===== config.mk =====
export PLATFORM = sky130hd
export DESIGN_NAME = cp0_regfile_flat
export DESIGN_NICKNAME = d
export VERILOG_FILES = /design/src/rtl/cp0_regfile_if.sv /design/src/rtl/cp0_regfile.sv /design/src/flat_wrapper.sv
export SDC_FILE = /design/constraint.sdc
export NUM_CORES = 1
export LEC_CHECK = 0
export ABC_AREA = 1
export CAP_MARGIN = 40
export CORE_MARGIN = 3
export CORE_UTILIZATION = 30
export CTS_BUF_LIST = sky130_fd_sc_hd__clkbuf_16
export CTS_CLUSTER_DIAMETER = 60
export DETAILED_ROUTE_END_ITERATION = 7
export PLACE_DENSITY = 0.52
export SLEW_MARGIN = 20
export SYNTH_ARGS = -nofsm -noshare
export SYNTH_HDL_FRONTEND = slang
export SYNTH_SLANG_ARGS = --single-unit

===== constraint.sdc =====
create_clock -name clk -period 6.2 [get_ports clk]
set_input_delay 1.24 -clock clk [delete_from_list [all_inputs] [get_ports clk]]
set_output_delay 1.24 -clock clk [all_outputs]
set_load 0.005 [all_outputs]

===== src/rtl/cp0_regfile_if.sv =====
// Writeback-to-CP0 interface: exception/eret/mtc0 fields driven by writeback,
// plus the read data, eret target and interrupt flag returned by CP0.
interface cp0_regfile_if;
    logic        wb_ex;
    logic [4:0]  wb_excode;
    logic [31:0] wb_badvaddr;
    logic        wb_bd;
    logic [31:0] wb_pc;
    logic        mtc0_we;
    logic [4:0]  cp0_addr;
    logic [31:0] cp0_wdata;
    logic        eret_flush;
    logic [31:0] cp0_rdata;
    logic [31:0] cp0_epc;
    logic [31:0] ex_entry;
    logic        int_pending;

    modport master (
        output wb_ex, wb_excode, wb_badvaddr, wb_bd, wb_pc,
               mtc0_we, cp0_addr, cp0_wdata, eret_flush,
        input  cp0_rdata, cp0_epc, ex_entry, int_pending
    );

    modport slave (
        input  wb_ex, wb_excode, wb_badvaddr, wb_bd, wb_pc,
               mtc0_we, cp0_addr, cp0_wdata, eret_flush,
        output cp0_rdata, cp0_epc, ex_entry, int_pending
    );
endinterface


===== src/rtl/cp0_regfile.sv =====
// CP0 register file: Status, Cause, EPC, BadVAddr, Count and Compare.
// Takes exception/eret/mtc0 traffic from writeback, serves mfc0 reads,
// supplies the eret target and flags pending enabled interrupts to decode.
module cp0_regfile #(
    parameter logic [31:0] EX_ENTRY  = 32'hBFC00380,
    parameter int          COUNT_DIV = 2
) (
    input  logic         clk,
    input  logic         reset,
    input  logic [5:0]   hw_int,
    cp0_regfile_if.slave wb
);

    logic [7:0]  status_im;
    logic        status_exl;
    logic        status_ie;
    logic        cause_bd;
    logic        cause_ti;
    logic [5:0]  cause_ip_hw;
    logic [1:0]  cause_ip_sw;
    logic [4:0]  cause_excode;
    logic [31:0] epc;
    logic [31:0] badvaddr;
    logic [31:0] count;
    logic [31:0] compare;
    logic        div_phase;

    logic        take_ex;
    logic        take_eret;
    logic        mtc0_go;
    logic        count_tick;
    logic [31:0] status_word;
    logic [31:0] cause_word;

    // Decode writeback commands; an exception or eret in flight swallows any mtc0
    always_comb begin
        take_ex    = wb.wb_ex & ~wb.eret_flush;
        take_eret  = wb.wb_ex & wb.eret_flush;
        mtc0_go    = wb.mtc0_we & ~wb.wb_ex;
        count_tick = (COUNT_DIV == 1) ? 1'b1 : div_phase;
    end

    // Status: EXL follows exception/eret, otherwise IM/EXL/IE are mtc0-writable
    always_ff @(posedge clk or posedge reset) begin
        if (reset) begin
            status_im  <= 8'd0;
            status_exl <= 1'b0;
            status_ie  <= 1'b0;
        end else if (take_ex) begin
            status_exl <= 1'b1;
        end else if (take_eret) begin
            status_exl <= 1'b0;
        end else if (mtc0_go && wb.cp0_addr == 5'd12) begin
            status_im  <= wb.cp0_wdata[15:8];
            status_exl <= wb.cp0_wdata[1];
            status_ie  <= wb.cp0_wdata[0];
        end
    end

    // Cause: hardware IP sampled each cycle, TI sticky until Compare is rewritten
    always_ff @(posedge clk or posedge reset) begin
        if (reset) begin
            cause_bd     <= 1'b0;
            cause_ti     <= 1'b0;
            cause_ip_hw  <= 6'd0;
            cause_ip_sw  <= 2'd0;
            cause_excode <= 5'd0;
        end else begin
            cause_ip_hw <= {hw_int[5] | cause_ti, hw_int[4:0]};
            if (mtc0_go && wb.cp0_addr == 5'd11) begin
                cause_ti <= 1'b0;
            end else if (count == compare) begin
                cause_ti <= 1'b1;
            end
            if (take_ex) begin
                cause_excode <= wb.wb_excode;
                if (!status_exl) begin
                    cause_bd <= wb.wb_bd;
                end
            end else if (mtc0_go && wb.cp0_addr == 5'd13) begin
                cause_ip_sw <= wb.cp0_wdata[9:8];
            end
        end
    end

    // EPC: captured on the first exception of a nest, otherwise mtc0-writable
    always_ff @(posedge clk or posedge reset) begin
        if (reset) begin
            epc <= 32'd0;
        end else if (take_ex) begin
            if (!status_exl) begin
                epc <= wb.wb_bd ? (wb.wb_pc - 32'd4) : wb.wb_pc;
            end
        end else if (mtc0_go && wb.cp0_addr == 5'd14) begin
            epc <= wb.cp0_wdata;
        end
    end

    // BadVAddr: only address-error exceptions load it
    always_ff @(posedge clk or posedge reset) begin
        if (reset) begin
            badvaddr <= 32'd0;
        end else if (take_ex && (wb.wb_excode == 5'd4 || wb.wb_excode == 5'd5)) begin
            badvaddr <= wb.wb_badvaddr;
        end
    end

    // Count and its divider: an mtc0 to Count replaces the tick and freezes the phase
    always_ff @(posedge clk or posedge reset) begin
        if (reset) begin
            count     <= 32'd0;
            div_phase <= 1'b0;
        end else if (mtc0_go && wb.cp0_addr == 5'd9) begin
            count <= wb.cp0_wdata;
        end else begin
            if (count_tick) begin
                count <= count + 32'd1;
            end
            if (COUNT_DIV == 2) begin
                div_phase <= ~div_phase;
            end
        end
    end

    // Compare: plain mtc0-writable register
    always_ff @(posedge clk or posedge reset) begin
        if (reset) begin
            compare <= 32'd0;
        end else if (mtc0_go && wb.cp0_addr == 5'd11) begin
            compare <= wb.cp0_wdata;
        end
    end

    // Assemble architectural Status/Cause views and the mfc0 read mux
    always_comb begin
        status_word  = {9'd0, 1'b1, 6'd0, status_im, 6'd0, status_exl, status_ie};
        cause_word   = {cause_bd, cause_ti, 14'd0, cause_ip_hw, cause_ip_sw,
                        1'b0, cause_excode, 2'b00};
        wb.cp0_rdata = 32'd0;
        case (wb.cp0_addr)
            5'd8:    wb.cp0_rdata = badvaddr;
            5'd9:    wb.cp0_rdata = count;
            5'd11:   wb.cp0_rdata = compare;
            5'd12:   wb.cp0_rdata = status_word;
            5'd13:   wb.cp0_rdata = cause_word;
            5'd14:   wb.cp0_rdata = epc;
            default: wb.cp0_rdata = 32'd0;
        endcase
    end

    // Side outputs: eret target, vector and enabled-interrupt flag
    always_comb begin
        wb.cp0_epc     = epc;
        wb.ex_entry    = EX_ENTRY;
        wb.int_pending = (|({cause_ip_hw, cause_ip_sw} & status_im)) & status_ie & ~status_exl;
    end

endmodule


===== src/flat_wrapper.sv =====
// flat-port wrapper written by rule: the top's interface ports become plain ports
module cp0_regfile_flat 
#(
    parameter logic [31:0] EX_ENTRY  = 32'hBFC00380,
    parameter int          COUNT_DIV = 2
)
  (clk, reset, hw_int, wb_wb_ex, wb_wb_excode, wb_wb_badvaddr, wb_wb_bd, wb_wb_pc, wb_mtc0_we, wb_cp0_addr, wb_cp0_wdata, wb_eret_flush, wb_cp0_rdata, wb_cp0_epc, wb_ex_entry, wb_int_pending);
  cp0_regfile_if wb_i ();
  input  logic clk;
  input  logic reset;
  input  logic [5:0] hw_int;
  input wire logic [$bits(wb_i.wb_ex)-1:0] wb_wb_ex;
  input wire logic [$bits(wb_i.wb_excode)-1:0] wb_wb_excode;
  input wire logic [$bits(wb_i.wb_badvaddr)-1:0] wb_wb_badvaddr;
  input wire logic [$bits(wb_i.wb_bd)-1:0] wb_wb_bd;
  input wire logic [$bits(wb_i.wb_pc)-1:0] wb_wb_pc;
  input wire logic [$bits(wb_i.mtc0_we)-1:0] wb_mtc0_we;
  input wire logic [$bits(wb_i.cp0_addr)-1:0] wb_cp0_addr;
  input wire logic [$bits(wb_i.cp0_wdata)-1:0] wb_cp0_wdata;
  input wire logic [$bits(wb_i.eret_flush)-1:0] wb_eret_flush;
  output wire logic [$bits(wb_i.cp0_rdata)-1:0] wb_cp0_rdata;
  output wire logic [$bits(wb_i.cp0_epc)-1:0] wb_cp0_epc;
  output wire logic [$bits(wb_i.ex_entry)-1:0] wb_ex_entry;
  output wire logic [$bits(wb_i.int_pending)-1:0] wb_int_pending;
  assign wb_i.wb_ex = wb_wb_ex;
  assign wb_i.wb_excode = wb_wb_excode;
  assign wb_i.wb_badvaddr = wb_wb_badvaddr;
  assign wb_i.wb_bd = wb_wb_bd;
  assign wb_i.wb_pc = wb_wb_pc;
  assign wb_i.mtc0_we = wb_mtc0_we;
  assign wb_i.cp0_addr = wb_cp0_addr;
  assign wb_i.cp0_wdata = wb_cp0_wdata;
  assign wb_i.eret_flush = wb_eret_flush;
  assign wb_cp0_rdata = wb_i.cp0_rdata;
  assign wb_cp0_epc = wb_i.cp0_epc;
  assign wb_ex_entry = wb_i.ex_entry;
  assign wb_int_pending = wb_i.int_pending;
  cp0_regfile #(.EX_ENTRY(EX_ENTRY), .COUNT_DIV(COUNT_DIV)) u_core (.clk(clk), .reset(reset), .hw_int(hw_int), .wb(wb_i));
endmodule

==> flow_metrics.tcl, run 1 <==
set metrics [dict create \
    status "complete, no violations" \
    cts_buffer_depth 2 \
    portBuffers 182 \
    path_max_fanout 13 \
    first_global_vias 9642 \
    grt_first_pass_wirelength_um 56800 \
    cts-buffers-inserted 17 \
    rsz0062_at_grt "false" \
    die_h_um 187 \
    reg2reg_from "u_core.status_exl$_DFFE_PP0P_" \
    crit_chain "clkdlybuf4s50_1 -> inv_1 -> nor2_2 -> nand4_1 -> buf_4 -> inv_1 -> buf_4 -> nand2_1 -> o2111ai_1 -> clkdlybuf4s50_1" \
    slew_headroom_pct 47.3 \
    start_kind "primary input" \
    clk_latency_ns 0.44 \
    synth-seq-area-share_pct 39.3 \
    startpoint "wb_cp0_addr[3]" \
    required_ns 4.96 \
    hp-class "reg -> reg" \
    final_cell_mix "nand2_1, inv_1, clkdlybuf4s50_1" \
    powerDensity_nw_per_um2 274 \
    area_delta_synth_final_pct 27.3 \
    fmax_mhz 199 \
    skew_ns 0.0103 \
    num-fill-cells 3430 \
    clkSinkCount 154 \
    period_minus_slack_ns 5.04 \
    crit_type "in -> out" \
    cts_tree "built" \
    cts_hold_buf 0 \
    antenna_found_initial 1 \
    grt_max_degree 65 \
    routed_via_density 4.80 \
    final_common_cell "nand2_1" \
    period_share_pct 81.2 \
    cap_violations 0 \
    die_w_um 187 \
    ys_ff_latch 154 \
    layout.nets 1702 \
    ant_nets 0 \
    drc_errors 0 \
    synthFlopType "dfrtp_1" \
    p_leak_uw 0.00558 \
    grt.total_usage_pct 21.0 \
    fin_ws_ns 1.16 \
    post_cts_buffers 0 \
    final.setup.tns_ns 0 \
    drtIter0Drc 664 \
    synthArstFlopShare_pct 100 \
    drv_slew 0 \
    coreArea_um2 31900 \
    crit_path_end_kind "primary output" \
    yosys.cell_types.count 42 \
    ir_worst_vdd_mv 0.162 \
    finalHoldViolations 0 \
    pre_cts_ws_ns 1.22 \
    cts-resized-gates 0 \
    hpwl_um 28500 \
    clkSlewWorstSetupHoldPaths_ns 0.07 \
    cpMaxStageDelayCell "inv_1" \
    rows 65 \
    placed_cell_area_um2 11900 \
    ioPinCount 215 \
    setup_viol 0 \
    cts_max_level 4 \
    dr_total_vias 9755 \
    worst_pin_slew_ns 0.790 \
    drive_above_1_share_pct 4.83 \
    synthCells 1423 \
    fin_area_um2 12500 \
    cp.arrival_ns 3.80 \
    syn-cell-area_um2 9810 \
    cts_root_buf "clkbuf_16" \
    gp_congestion 0.892 \
    yosysWarningCount 0 \
    synth.avg_cell_area_um2 6.90 \
    initial_core_util_pct 30.8 \
    routedWlPerCell_um 18.1 \
    slowest_delay_ns 0.59 \
    hold_start "u_core.cause_ti$_DFFE_PP0P_" \
    wl_um 36800 \
    dr.pass1.iters 5 \
    overflow 0 \
    synth-edff-count 0 \
    die_area_um2 34900 \
]
-- per-layer routing --
layer | wire length [µm] | GRT usage [%]
met1 | 17600 | 29.9
met4 | 1010 | 7.39
met3 | 1910 | 3.24
met2 | 16300 | 32.3
met5 | 0 | 0
-- synthesized netlist by cell type, drive strengths merged (2+ instances only) --
| cell | count | share of area, % |
|---|---|---|
| conb | 2 | 0.077 |
| and2 | 3 | 0.19 |
| buf | 62 | 4.2 |
| nand4 | 15 | 0.96 |
| inv | 195 | 7.5 |
| o21bai | 5 | 0.38 |
| dfrtp | 154 | 39 |
| ha | 2 | 0.25 |
| o2111ai | 15 | 1.3 |
| a21oi | 42 | 2.1 |
| o22ai | 18 | 1.1 |
| o21ai | 126 | 6.4 |
| clkinv | 2 | 0.077 |
| xor2 | 19 | 1.7 |
| clkbuf | 21 | 0.84 |
| nand2 | 476 | 18 |
| nor3 | 15 | 0.76 |
| nor2 | 128 | 5.5 |
| xnor2 | 27 | 2.4 |
| a221oi | 5 | 0.45 |
| o221ai | 9 | 0.80 |
| o211ai | 14 | 1.1 |
| nand3b | 3 | 0.23 |
| nand3 | 60 | 3.3 |
-- flip-flops by register name, indices dropped and copies added (netlist names) --
name / flops
u_core.compare: 32
u_core.cause_ti: 1
u_core.badvaddr: 32
u_core.wb.cp0_epc: 32
u_core.count_tick: 1
u_core.count: 32
u_core.cause_ip_hw: 6
u_core.status_im: 8
u_core.status_ie: 1
u_core.cause_ip_sw: 2
u_core.status_exl: 1
u_core.cause_excode: 5
u_core.cause_bd: 1
-- where the power goes --
group / switching (µW) / leakage [µW] / internal, µW
registers: 274 / 0.00188 / 1220
logic: 478 / 0.00341 / 410
clock network: 506 / 0.000284 / 539
total: 1260 / 0.00558 / 2170
-- worst paths after layout --
| path | to | slack (ns) | depth (start not counted) |
|---|---|---|---|
| max | wb_cp0_rdata[28] | 1.16 | 10 |
| min | u_core.cause_ip_hw[5]$_DFF_PP0_ | 0.47 | 1 |
| max reg2reg | u_core.wb.cp0_epc[19]$_DFFE_PP0P_ | 4.28 | 7 |
| min reg2reg | u_core.cause_ip_hw[5]$_DFF_PP0_ | 0.47 | 1 |
| max in group asynchronous | u_core.compare[29]$_DFFE_PP0P_ | 3.83 | 3 |
| min in group asynchronous | u_core.badvaddr[12]$_DFFE_PP0P_ | 1.23 | 2 |
-- kinds of logic (layout without fill, tap and decap cells) --
| group | count (synthesis) | after routing | synth area share [%] |
|---|---|---|---|
| AND/OR/NAND/NOR | 702 | 702 | 29.7 |
| buffers and inverters | 280 | 422 | 12.5 |
| AO/OA/AOI/OAI | 236 | 236 | 13.9 |
| flip-flops | 154 | 154 | 39.3 |
| XOR/XNOR | 46 | 46 | 4.11 |
| adder cells (fa/ha/maj) | 2 | 2 | 0.255 |
| other | 2 | 33 | 0.0765 |
| multiplexers | 1 | 1 | 0.115 |
-- metrics by stage --
stage	total power, µW	cells	utilization, %	hold slack (ns)
after floorplan	1970	1453	-	0.440
after global placement	2390	1996	37.2	0.446
after detailed placement	2400	1998	37.4	0.454
after CTS	3450	2030	39.2	0.469
after global routing	3630	2031	39.2	0.490
final	3430	2031	39.2	0.472
-- critical path: cells and delay by family --
family / cells / cell delay [ns]
AO/OA/AOI/OAI: 1 / 0.09
buffers and inverters: 6 / 2.16
AND/OR/NAND/NOR: 3 / 0.30
-- area by class of cell --
| cell class | count | area, µm² | area share (%) |
|---|---|---|---|
| sequential | 154 | 3850 | 30.8 |
| clock buffer | 17 | 425 | 3.40 |
| clock inverter | 15 | 151 | 1.21 |
| timing repair buffer | 193 | 1930 | 15.5 |
| antenna | 1 | 2.50 | 0.0200 |
| tap | 435 | 544 | 4.36 |
| inverter | 197 | 744 | 5.96 |
| multi-input combinational | 1019 | 4840 | 38.8 |
Note: power is estimated with default switching activity, not from simulation.
==> inputs of run 2 (changes only) <==
--- a/config.mk
+++ b/config.mk
@@ -12,7 +12,7 @@
 export CTS_BUF_LIST = sky130_fd_sc_hd__clkbuf_16
 export CTS_CLUSTER_DIAMETER = 60
 export DETAILED_ROUTE_END_ITERATION = 7
-export PLACE_DENSITY = 0.52
+export PLACE_DENSITY = 0.54
 export SLEW_MARGIN = 20
 export SYNTH_ARGS = -nofsm -noshare
 export SYNTH_HDL_FRONTEND = slang
==> constraint.sdc (replaced) <==
create_clock -name clk -period 4.5 [get_ports clk]
set_input_delay 0.9 -clock clk [delete_from_list [all_inputs] [get_ports clk]]
set_output_delay 0.9 -clock clk [all_outputs]
set_load 0.005 [all_outputs]
==> run 2 against run 1 <==
  * Non-clock buffer count up 4
  * Register-to-register slack worse by 1.8 ns
  * Critical endpoint is now wb_cp0_rdata[10]
  * Utilization up 0.19 points
  * Sequential cell count unchanged
  * Final cell count up 0.15%
  * Setup slack worse by 0.75 ns
==> flow_metrics.tcl, run 2 (synthesis gave the netlist of run 1 again) <==
set metrics [dict create \
    clkSinkCount 154 \
    die_h_um 187 \
    pre_cts_ws_ns 0.387 \
    overflow 0 \
    grt.total_usage_pct 20.7 \
    powerDensity_nw_per_um2 379 \
    hp-class "reg -> reg" \
    grt_first_pass_wirelength_um 56500 \
    post-route-util_pct 39.4 \
    num-fill-cells 3413 \
    drc_errors 0 \
    start_kind "primary input" \
    cp.arrival_ns 3.18 \
    place_inst 2002 \
    final_cell_mix "nand2_1, inv_1, clkdlybuf4s50_1" \
    final_common_cell "nand2_1" \
    post_cts_buffers 0 \
    cpMaxStageDelayCell "clkdlybuf4s50_1" \
    status "complete, no violations" \
    period_minus_slack_ns 4.08 \
    path_max_fanout 24 \
    cts_max_level 4 \
    area_delta_synth_final_pct 28.0 \
    ant_nets 0 \
    cts-buffers-inserted 17 \
    cp_common_cell "clkdlybuf4s50_1" \
    cp.depth 8 \
    drive_above_1_share_pct 5.13 \
    rsz0062_at_grt "false" \
    die_area_um2 34900 \
    fin_area_um2 12600 \
    wl_um 36800 \
    cts_tree "built" \
    required_ns 3.60 \
    crit_type "in -> out" \
    clkSlewWorstSetupHoldPaths_ns 0.07 \
    drtIter0Drc 834 \
    cp_num_buf_inv 5 \
    antenna_found_initial 0 \
    cap_violations 0 \
    routedWlPerCell_um 18.1 \
    dr_total_vias 9752 \
    hpwl_um 28500 \
    cts_hold_buf 0 \
    ir_worst_vdd_mv 0.188 \
    first_global_vias 9523 \
    regArea_um2 3850 \
    dr.pass1.iters 5 \
    coreArea_um2 31900 \
    layout.nets 1706 \
    clk_latency_ns 0.44 \
    worst_pin_slew_ns 1.01 \
    drv_slew 0 \
    instances_no_fill 2034 \
    gp_congestion 0.917 \
    multi_input_area_um2 4840 \
    cts-resized-gates 0 \
    rr_worst_depth 9 \
    placed_cell_area_um2 12000 \
    final.setup.tns_ns 0 \
    rows 65 \
    cts_root_buf "clkbuf_16" \
    slowest_delay_ns 0.59 \
    setup_viol 0 \
    fmax_mhz 245 \
    fin_ws_ns 0.419 \
    grt_max_degree 155 \
    slew_headroom_pct 32.6 \
    min_path_cells 1 \
    ioPinCount 215 \
    routed_via_density 4.79 \
    initial_core_util_pct 30.8 \
    crit_path_end_kind "primary output" \
    crit_chain "clkdlybuf4s50_1 -> inv_2 -> nand3_1 -> buf_4 -> clkinv_1 -> a21oi_1 -> nand4_1 -> clkdlybuf4s50_1" \
    cp_top_family "buffers and inverters" \
    skew_ns 0.00779 \
    portBuffers 182 \
    cts_buffer_depth 2 \
    period_share_pct 90.7 \
    p_leak_uw 0.00560 \
    finalHoldViolations 0 \
    antennaDiodeCount 0 \
    die_w_um 187 \
]
==> run 2: final cells by class <==
cell class	instances	area share (%)
Multi-Input combinational cell	1019	38.6
Sequential cell	154	30.7
Timing Repair Buffer	197	15.7
Inverter	197	5.92
Tap cell	435	4.33
Clock buffer	17	3.39
Clock inverter	15	1.44
==> run 2: through the flow <==
| stage | hold WS [ns] | power (µW) |
|---|---|---|
| 2_1_floorplan | 0.440 | 2720 |
| 3_3_place_gp | 0.448 | 3300 |
| 3_5_place_dp | 0.453 | 3310 |
| 4_1_cts | 0.475 | 4800 |
| 5_1_grt | 0.497 | 5040 |
| 6_report | 0.467 | 4760 |
==> run 2: power by group <==
part	total, µW	internal, µW	switching [µW]
Combinational	1240	568	668
Sequential	2060	1680	380
Clock	1460	749	714
==> run 2: final timing paths <==
kind | slack, ns | endpoint | startpoint
max | 0.42 | wb_cp0_rdata[10] | wb_cp0_addr[1]
min reg2reg | 0.47 | u_core.cause_ip_hw[5]$_DFF_PP0_ | u_core.cause_ti$_DFFE_PP0P_
max in group asynchronous | 2.69 | u_core.compare[8]$_DFFE_PP0P_ | reset
min in group asynchronous | 0.96 | u_core.badvaddr[12]$_DFFE_PP0P_ | reset
min | 0.47 | u_core.cause_ip_hw[5]$_DFF_PP0_ | u_core.cause_ti$_DFFE_PP0P_
max reg2reg | 2.53 | u_core.count[26]$_DFFE_PP0P_ | u_core.count[1]$_DFFE_PP0P_
==> run 2: layer usage <==
layer  track usage, %  vias up  part of all wire [%]
met5                0        -                     0
li1                 -     4776                     -
met2             33.8      310                    46
met3             2.25       29                   4.9
met1             29.7     4637                    48
met4             4.91        0                   1.4
==> inputs of run 3 (changes only) <==
--- a/config.mk
+++ b/config.mk
@@ -6,11 +6,10 @@
 export NUM_CORES = 1
 export LEC_CHECK = 0
 export ABC_AREA = 1
-export CAP_MARGIN = 40
+export CAP_MARGIN = 20
 export CORE_MARGIN = 3
 export CORE_UTILIZATION = 30
 export CTS_BUF_LIST = sky130_fd_sc_hd__clkbuf_16
-export CTS_CLUSTER_DIAMETER = 60
 export DETAILED_ROUTE_END_ITERATION = 7
 export PLACE_DENSITY = 0.54
 export SLEW_MARGIN = 20
==> run 3 against run 2 <==
  * Via count rose by 0.29%
  * Final cell count unchanged
  * Non-clock buffer count shrank 1
  * Clock skew increased by 0.0021 ns
  * Maximum frequency is 0.23% lower
  * Sequential share of layout area hardly changed
  * Cell area barely moved
  * Utilization barely moved
  * Sequential cell count stayed put
  * Clock-buffer cell count did not move
  * Combinational power about the same
==> flow_metrics.tcl, run 3 (synthesis gave the netlist of run 1 again) <==
set metrics [dict create \
    setup_viol 0 \
    r2r-end "u_core.count[26]$_DFFE_PP0P_" \
    cp.arrival_ns 3.19 \
    rsz0062_at_grt "false" \
    antenna_found_initial 1 \
    ioPinCount 215 \
    place_inst 2001 \
    drv_slew 0 \
    crit_chain "clkdlybuf4s50_1 -> inv_2 -> nand3_1 -> buf_4 -> clkinv_1 -> a21oi_1 -> nand4_1 -> clkdlybuf4s50_1" \
    die_w_um 187 \
    path_max_fanout 24 \
    cts_hold_buf 0 \
    post_cts_buffers 0 \
    power_frac_seq_pct 42.7 \
    clockPowerShare_pct 31.7 \
    fmax_mhz 244 \
    worst_pin_slew_ns 1.02 \
    period_minus_slack_ns 4.09 \
    dr_total_vias 9780 \
    clkSinkCount 154 \
    clkSlewWorstSetupHoldPaths_ns 0.07 \
    dr.pass1.iters 5 \
    rows 65 \
    area_delta_synth_final_pct 28.1 \
    cpMaxStageDelayCell "clkdlybuf4s50_1" \
    overflow 0 \
    num-fill-cells 3444 \
    portBuffers 182 \
    slowest_delay_ns 0.58 \
    finalHoldViolations 0 \
    startpoint "wb_cp0_addr[1]" \
    cp_num_buf_inv 5 \
    rr_worst_depth 9 \
    ir_worst_vdd_mv 0.288 \
    skew_ns 0.00986 \
    cap_violations 0 \
    clk_latency_ns 0.44 \
    initial_core_util_pct 30.8 \
    cp.depth 8 \
    routedWlPerCell_um 18.0 \
    crit_path_end_kind "primary output" \
    cts-resized-gates 0 \
    fin_area_um2 12600 \
    p_leak_uw 0.00560 \
    grt_max_degree 155 \
    first_global_vias 9499 \
    cp_common_cell "clkdlybuf4s50_1" \
    die_area_um2 34900 \
    drtIter0Drc 721 \
    cts_root_buf "clkbuf_16" \
    hpwl_um 28400 \
    drive_above_1_share_pct 5.07 \
    powerDensity_nw_per_um2 384 \
    grt.total_usage_pct 20.6 \
    grt_first_pass_wirelength_um 56200 \
    final_cell_mix "nand2_1, inv_1, clkdlybuf4s50_1" \
    gp_congestion 0.917 \
    start_kind "primary input" \
    holdWs_ns 0.466 \
    p_switching_uw 1770 \
    slew_headroom_pct 32.0 \
    reg2reg_from "u_core.count[1]$_DFFE_PP0P_" \
    final.setup.tns_ns 0 \
    cts_tree "built" \
    r2r_slack_ns 2.55 \
    crit_end "wb_cp0_rdata[10]" \
    instances_no_fill 2034 \
    sw_frac_of_total_pct 36.6 \
    cp_top_family "buffers and inverters" \
    hp-class "reg -> reg" \
    required_ns 3.60 \
    crit_type "in -> out" \
    post-route-util_pct 39.4 \
    layout.nets 1705 \
    power_frac_comb_pct 25.6 \
    status "complete, no violations" \
    ant_nets 0 \
    intPower_uw 3060 \
    coreArea_um2 31900 \
    cts-buffers-inserted 17 \
    wl_um 36600 \
    cts_max_level 4 \
    period_share_pct 90.9 \
    die_h_um 187 \
    final_common_cell "nand2_1" \
    routed_via_density 4.81 \
    drc_errors 0 \
    placed_cell_area_um2 11900 \
    cts_buffer_depth 2 \
]
## run 3: stage by stage
step | setup slack, ns | power (µW)
after global routing | 0.165 | 5100
after detailed placement | 0.376 | 3310
after global placement | 0.406 | 3300
after floorplan | 1.66 | 2720
after CTS | 0.377 | 4850
final | 0.409 | 4830
## run 3: cell type report
class	count	area, µm²	share of cell area (%)
Multi-Input combinational cell	1019	4840	38.5
Sequential cell	154	3850	30.7
Timing Repair Buffer	196	1950	15.5
Inverter	197	743	5.91
Tap cell	435	544	4.33
Clock buffer	17	425	3.38
Clock inverter	15	204	1.62
Antenna cell	1	2.50	0.0199
## run 3: power by group through the flow
stage | Sequential, µW | Combinational [µW] | Clock (µW)
final | 2060 | 1240 | 1530
after global routing | 2100 | 1390 | 1610
after CTS | 2050 | 1250 | 1550
after detailed placement | 2070 | 1240 | 0
after global placement | 2080 | 1220 | 0
after floorplan | 1900 | 816 | 0
## run 3: worst register-to-register path, stage by stage (launching register included)
cell and delay, ns:
dfrtp_1 0.43, ha_1 0.23, nand3_2 0.11, nor2_2 0.18
nand2_2 0.15, nor2_1 0.27, nand2_1 0.16, xor2_1 0.17
nand2_1 0.07, nand2_1 0.05
## run 3: worst min path at each step
stage	start	to	slack, ns	depth (start not counted)
2_1_floorplan	u_core.cause_ti$_DFFE_PP0P_	u_core.cause_ip_hw[5]$_DFF_PP0_	0.44	1
3_3_place_gp	u_core.cause_ti$_DFFE_PP0P_	u_core.cause_ip_hw[5]$_DFF_PP0_	0.45	1
3_5_place_dp	u_core.cause_ti$_DFFE_PP0P_	u_core.cause_ip_hw[5]$_DFF_PP0_	0.45	1
4_1_cts	u_core.cause_ti$_DFFE_PP0P_	u_core.cause_ip_hw[5]$_DFF_PP0_	0.47	1
5_1_grt	u_core.cause_ti$_DFFE_PP0P_	u_core.cause_ip_hw[5]$_DFF_PP0_	0.49	1
6_report	u_core.cause_ti$_DFFE_PP0P_	u_core.cause_ip_hw[5]$_DFF_PP0_	0.47	1
## run 3: routing by layer
layer / part of all wire (%) / global-route usage (%)
met5: 0 / 0
met4: 1.2 / 4.16
met3: 4.9 / 2.77
met2: 46 / 33.6
met1: 48 / 29.5
